[src/rtl/nco_ctrl_fsm.sv]
// NCO bank control: streamed LUT load, fixed-frequency run and linear frequency sweep.
// Outputs are registered (1 cycle after the deciding edge); the load stream is held off by ld_ready_o outside S_LOAD.
module nco_ctrl_fsm #(
  parameter int NUM_CH  = 2,
  parameter int FSTEP_W = 14,
  parameter int DATA_W  = 8,
  parameter int DEPTH   = 256,
  localparam int CH_W   = (NUM_CH > 1) ? $clog2(NUM_CH) : 1,
  localparam int ADDR_W = $clog2(DEPTH)
) (
  input  logic               clk,
  input  logic               reset_n,
  input  logic               en_i,
  input  logic               load_req_i,
  input  logic [CH_W-1:0]    ch_sel_i,
  input  logic               ld_valid_i,
  input  logic [DATA_W-1:0]  ld_data_i,
  output logic               ld_ready_o,
  input  logic               run_i,
  input  logic               sweep_en_i,
  input  logic [NUM_CH-1:0]  ch_en_i,
  input  logic [FSTEP_W-1:0] fstep_i,
  input  logic [FSTEP_W-1:0] fstep_start_i,
  input  logic [FSTEP_W-1:0] fstep_stop_i,
  input  logic [FSTEP_W-1:0] sweep_inc_i,
  input  logic [15:0]        dwell_i,
  output logic [NUM_CH-1:0]  nco_we_o,
  output logic [ADDR_W-1:0]  nco_addr_o,
  output logic [DATA_W-1:0]  nco_data_o,
  output logic [FSTEP_W-1:0] nco_freq_step_o,
  output logic [NUM_CH-1:0]  nco_run_o,
  output logic               busy_o,
  output logic               load_done_o,
  output logic               sweep_wrap_o
);

  typedef enum logic [1:0] {
    S_IDLE  = 2'd0,
    S_LOAD  = 2'd1,
    S_RUN   = 2'd2,
    S_SWEEP = 2'd3
  } state_t;

  localparam logic [CH_W:0] NUM_CH_L = (CH_W+1)'(NUM_CH);

  state_t             state_q, state_d;
  logic [CH_W-1:0]    ch_q, ch_d;
  logic [ADDR_W-1:0]  addr_q, addr_d;
  logic [15:0]        dwell_q, dwell_d;
  logic [NUM_CH-1:0]  we_d, run_d, ch_onehot;
  logic [ADDR_W-1:0]  waddr_d;
  logic [DATA_W-1:0]  wdata_d;
  logic [FSTEP_W-1:0] freq_d;
  logic               done_d, wrap_d;
  logic               ch_ok, ld_hs, last_word;
  logic [FSTEP_W:0]   step_sum;

  assign ld_ready_o = (state_q == S_LOAD);
  assign busy_o     = (state_q != S_IDLE);
  assign ch_ok      = ({1'b0, ch_sel_i} < NUM_CH_L);
  assign ld_hs      = ld_valid_i & ld_ready_o;
  // DEPTH is a power of two, so the final word sits at the all-ones address.
  assign last_word  = &addr_q;
  // One extra bit so an overflowing step is still seen as passing the stop bound.
  assign step_sum   = {1'b0, nco_freq_step_o} + {1'b0, sweep_inc_i};

  always_comb begin
    ch_onehot = '0;
    for (int i = 0; i < NUM_CH; i++) begin
      ch_onehot[i] = (ch_q == CH_W'(i));
    end
  end

  always_comb begin
    state_d = state_q;
    ch_d    = ch_q;
    addr_d  = addr_q;
    dwell_d = dwell_q;
    we_d    = '0;
    waddr_d = nco_addr_o;
    wdata_d = nco_data_o;
    freq_d  = nco_freq_step_o;
    done_d  = 1'b0;
    wrap_d  = 1'b0;

    if (!en_i) begin
      state_d = S_IDLE;
      addr_d  = '0;
      dwell_d = '0;
    end else begin
      case (state_q)
        S_IDLE: begin
          if (load_req_i && ch_ok) begin
            state_d = S_LOAD;
            ch_d    = ch_sel_i;
            addr_d  = '0;
          end else if (run_i) begin
            if (sweep_en_i) begin
              state_d = S_SWEEP;
              freq_d  = fstep_start_i;
              dwell_d = '0;
            end else begin
              state_d = S_RUN;
              freq_d  = fstep_i;
            end
          end
        end

        S_LOAD: begin
          if (ld_hs) begin
            we_d    = ch_onehot;
            waddr_d = addr_q;
            wdata_d = ld_data_i;
            addr_d  = addr_q + 1'b1;
            if (last_word) begin
              state_d = S_IDLE;
              done_d  = 1'b1;
            end
          end
        end

        S_RUN: begin
          freq_d = fstep_i;
          if (load_req_i && ch_ok) begin
            state_d = S_LOAD;
            ch_d    = ch_sel_i;
            addr_d  = '0;
          end else if (!run_i) begin
            state_d = S_IDLE;
          end
        end

        S_SWEEP: begin
          if (dwell_q == dwell_i) begin
            dwell_d = '0;
            if (step_sum > {1'b0, fstep_stop_i}) begin
              freq_d = fstep_start_i;
              wrap_d = 1'b1;
            end else begin
              freq_d = step_sum[FSTEP_W-1:0];
            end
          end else begin
            dwell_d = dwell_q + 16'd1;
          end

          if (load_req_i && ch_ok) begin
            state_d = S_LOAD;
            ch_d    = ch_sel_i;
            addr_d  = '0;
            dwell_d = '0;
          end else if (!run_i) begin
            state_d = S_IDLE;
            dwell_d = '0;
          end
        end

        default: state_d = S_IDLE;
      endcase
    end

    run_d = ((state_d == S_RUN) || (state_d == S_SWEEP)) ? ch_en_i : '0;
  end

  always_ff @(posedge clk) begin
    if (!reset_n) begin
      state_q         <= S_IDLE;
      ch_q            <= '0;
      addr_q          <= '0;
      dwell_q         <= '0;
      nco_we_o        <= '0;
      nco_addr_o      <= '0;
      nco_data_o      <= '0;
      nco_freq_step_o <= '0;
      nco_run_o       <= '0;
      load_done_o     <= 1'b0;
      sweep_wrap_o    <= 1'b0;
    end else begin
      state_q         <= state_d;
      ch_q            <= ch_d;
      addr_q          <= addr_d;
      dwell_q         <= dwell_d;
      nco_we_o        <= we_d;
      nco_addr_o      <= waddr_d;
      nco_data_o      <= wdata_d;
      nco_freq_step_o <= freq_d;
      nco_run_o       <= run_d;
      load_done_o     <= done_d;
      sweep_wrap_o    <= wrap_d;
    end
  end

endmodule

[config.mk]
export PLATFORM = sky130hd
export DESIGN_NAME = nco_ctrl_fsm
export DESIGN_NICKNAME = d
export VERILOG_FILES = /design/src/rtl/nco_ctrl_fsm.sv
export SDC_FILE = /design/constraint.sdc
export NUM_CORES = 1
export LEC_CHECK = 0
export CORE_UTILIZATION = 47
export DETAILED_ROUTE_END_ITERATION = 16
export PLACE_DENSITY = 0.81
export SLEW_MARGIN = 15
export SYNTH_ARGS = -nofsm -noshare
export SYNTH_HDL_FRONTEND = slang
export SYNTH_SLANG_ARGS = --single-unit
[constraint.sdc]
create_clock -name clk -period 6.2 [get_ports clk]
set_input_delay 1.86 -clock clk [delete_from_list [all_inputs] [get_ports clk]]
set_output_delay 1.86 -clock clk [all_outputs]
set_load 0.03 [all_outputs]
==> parameters.txt <==
Parameter                              Value

Run status
  Outcome    finished, final reports clean

Route
  Via/cell ratio    5.65
  Violation count after the first detailed-route iteration    between 100 and 150
  Wire per inst    16.0 microns
  Post-route DRC    0
  Remaining antenna violation count after routing    0
  Router iterations before antenna repair    4
  Routed via count    between 4000 and 5000
  Wirelength, routed    between 10000 and 15000 microns

Die
  Placeable Area    8180 sq um
  Chip Height    93.6 microns
  Starting Density    48.3%
  Die span in x    ~94 microns
  Die Footprint    a little under 9000 sq um
  I/O pin total    128
  # rows    33

Layout
  Layout-stage area growth over the synthesis result    38.8%
  Sequential cell area    1260 sq um
  Antenna diodes    0
  Area taken by multi-input logic gates    around 2500 sq um
  Total number of nets in the final design    739
  Post-route non-filler standard cell count    728
  Fraction of final layout cells with drive strength greater than 1    5.46%
  Fill cell instance count of the final layout    678

Timing
  Highest attainable clock frequency    0.175 GHz
  Max transition margin    about 25%
  Unrepaired setup endpoints after global routing    no
  Final count of pins violating max slew    0
  Largest clock skew in the final design    0.0119 ns
  Minimum period implied by the final worst setup slack    ~5.7 ns
  Final clock period utilization by the worst path    92.0%
  Final setup slack of the worst path    0.495 ns
  Number of setup violations in the final report    0
  Total Neg Setup Slack    0 ns
  Pin slew with the least headroom to its limit    between 1 and 1.5 ns
  Worst slack on hold paths    between 0.4 and 0.5 ns
  Hold violation count in the final report    0

Clocking
  Number of levels the H-tree was split into    3
  Worst-skew pair later-pin latency    ~0.35 ns
  PostCTS Resize Cnt    0
  CTS Sinks    63
  TritonCTS clock tree    built
  Cell chosen for the clock root    clkbuf_8
  Number of hold buffers added after CTS    0
  Buffers inserted by post-CTS timing repair    0
  Worst-case clock buffer depth    2
  Number of CTS-inserted buffers    9
  Clock Pin Slew Worst Setup and Hold Paths    roughly 0.08 ns

Synth
  Synthesized area per cell    roughly 8 sq um
  Most common flop cell mapped by yosys    dfxtp_1
  Seq/Total Area, Yosys    32.0%
  Post-synthesis sequential element count    63
  Leading cell type by number of instances after synthesis    nand2_1
  Syn Nets    615
  Syn. warnings    0
  Fraction of synthesis flops using an asynchronous set or reset pin    0%
  Number of flops mapped to enable cells by yosys    0
  Area fraction of the dominant cell type after synthesis    32.0%
  Leading cell types by count after synthesis    79 x nand2_1, 63 x dfxtp_1, 53 x a21oi_1
  Top cells by area, synth    dfxtp_1 32%, ha_1 9.5%, nand2_1 7.5%, a21oi_1 6.7%, xnor2_1 5.3%
  Number of library cell types mapped by synthesis    53
  Mapped Area    around 4000 sq um
  Cells after synthesis    494
  Area leader, netlist    dfxtp_1

Setup path
  Data arrival time of the critical path    5.96 ns
  Crit Path Max Fanout    9
  Number of cells traversed by the worst register-to-register path    16
  Data required time at the worst endpoint    between 6 and 7 ns
  Cell-by-cell listing of the critical path    clkdlybuf4s50_1, ha_1, inv_1, fa_1, nor2b_1, o31ai_2, a21o_1, a311o_1, xnor2_1, ha_1, a2111oi_0, o31ai_1, o21ai_1, and3_1, buf_12, a221oi_1, a22oi_1
  Crit path max-delay cell type    clkdlybuf4s50_1
  Critical R2R Launch    nco_freq_step_o[0]$_SDFFE_PN0P_
  Launching instance or port of the critical path    sweep_inc_i[0]
  Element type at the critical path start    input pin
  Worst Setup End Kind    flip-flop
  Delay of the slowest cell on the worst path    0.46 ns
  Worst setup path class    in -> reg
  Most used cell along the critical path    ha_1

Global route
  Largest net degree at the start of global routing    23
  Global-route wire length before repair    18500 microns
  Overall global routing resource usage    26.9%
  Via count of the first global-routing pass    3876
  Initial antenna violation count    0
  Overflow after GRT    0

Hold path
  Hold_sp    ch_q$_SDFFE_PN0P_
  Min-delay worst type    reg -> reg
  Worst hold stages    1

Place
  Final estimated routing congestion in global placement    0.927
  DP Cell Count    712
  Placed wire-length estimate    8790 microns
  Worst slack after detailed placement    0.162 ns
  Count of input and output buffers    between 100 and 150

Job
  Maximum capacitance violations    0

Power and ir drop
  PwrDens    approximately 190 nW/um^2
  Leakage power    0.00213 uW
  Final Power    slightly above 1000 uW
  Peak VDD IR    roughly 0.00012 V
logic make-up after synthesis:
family | share of synthesized area, %
and+or+nand+nor | 23.5
AOI/OAI and AO/OA | 22.7
DFF | 32.0
buffers and inverters | 4.60
xor gates and xnor gates | 6.88
adders and majority gates | 10.0
muxes | 0.254
critical path, delay by kind of cell:
kind            cells  cell delay [ns]
fa+ha+maj           3             0.87
simple gates        2             0.58
compound gates      8             1.73
buf+inv             3             0.71
xor+xnor            1             0.20
final cells by class:
type                            count  area share (%)
Tap cell                          105            2.40
Sequential cell                    63            23.0
Clock inverter                      7            1.05
Clock buffer                        9            2.26
Timing Repair Buffer              131            24.0
Multi-Input combinational cell    390            45.7
Inverter                           23            1.58
cells in the final DEF (no fill, tap or decap), types with 2 or more instances in the layout:
master,count
nand3b_1,8
and3_1,10
o21ai_1,2
xor2_1,7
buf_4,3
dfxtp_1,63
nor2_1,33
nand3_1,12
nand4_1,10
a22oi_1,15
clkinv_4,2
a221oi_1,8
and2_1,3
nand2b_1,4
o21ai_0,22
a221oi_2,7
ha_1,30
nand2_1,79
clkdlybuf4s50_1,127
o21a_1,3
xnor2_1,24
nor4_1,3
a21oi_1,53
a211oi_1,5
nor4_2,2
or3_1,9
nor3_1,11
inv_1,21
clkbuf_8,9
clkinvlp_4,2
o31ai_1,2
a21o_1,5
nor2b_1,5
layer usage:
| layer | routed length [microns] | share of wire (%) | track usage [%] |
|---|---|---|---|
| met4 | 110 | 0.94 | 7.56 |
| met5 | 0 | 0 | 0 |
| met3 | 780 | 6.7 | 5.37 |
| met2 | 5500 | 47 | 45.2 |
| met1 | 5250 | 45 | 35.0 |
power breakdown:
part | leakage [uW] | switching [uW] | total [uW] | internal [uW]
registers | 0.000510 | 7.72 | 420 | 412
logic | 0.00153 | 131 | 257 | 126
clock network | 0.0000877 | 187 | 337 | 150
total | 0.00213 | 326 | 1010 | 688
through the flow:
step | cell area [sq um] | utilization (%)
4_1_cts | 5480 | 67.0
5_1_grt | 5480 | 67.0
6_report | 5480 | 67.0
3_5_place_dp | 5300 | 64.8
3_3_place_gp | 5300 | 64.8
2_1_floorplan | 3950 | -
worst paths after layout:
check                                     to  slack (ns)
max          nco_freq_step_o[1]$_SDFFE_PN0P_        0.50
min                   nco_we_o[0]$_SDFF_PN0_        0.44
max reg2reg  nco_freq_step_o[1]$_SDFFE_PN0P_        2.08
min reg2reg           nco_we_o[0]$_SDFF_PN0_        0.44
state kept, by name, summed over array words and instances, names as in the netlist:
signal and cells:
addr_q 8, state_q 2, nco_freq_step_o 14, ch_q 1, nco_data_o 8, sweep_wrap_o 1, dwell_q 16, nco_run_o 2
nco_we_o 2, load_done_o 1, nco_addr_o 8
Note: power is estimated with default switching activity, not from simulation.
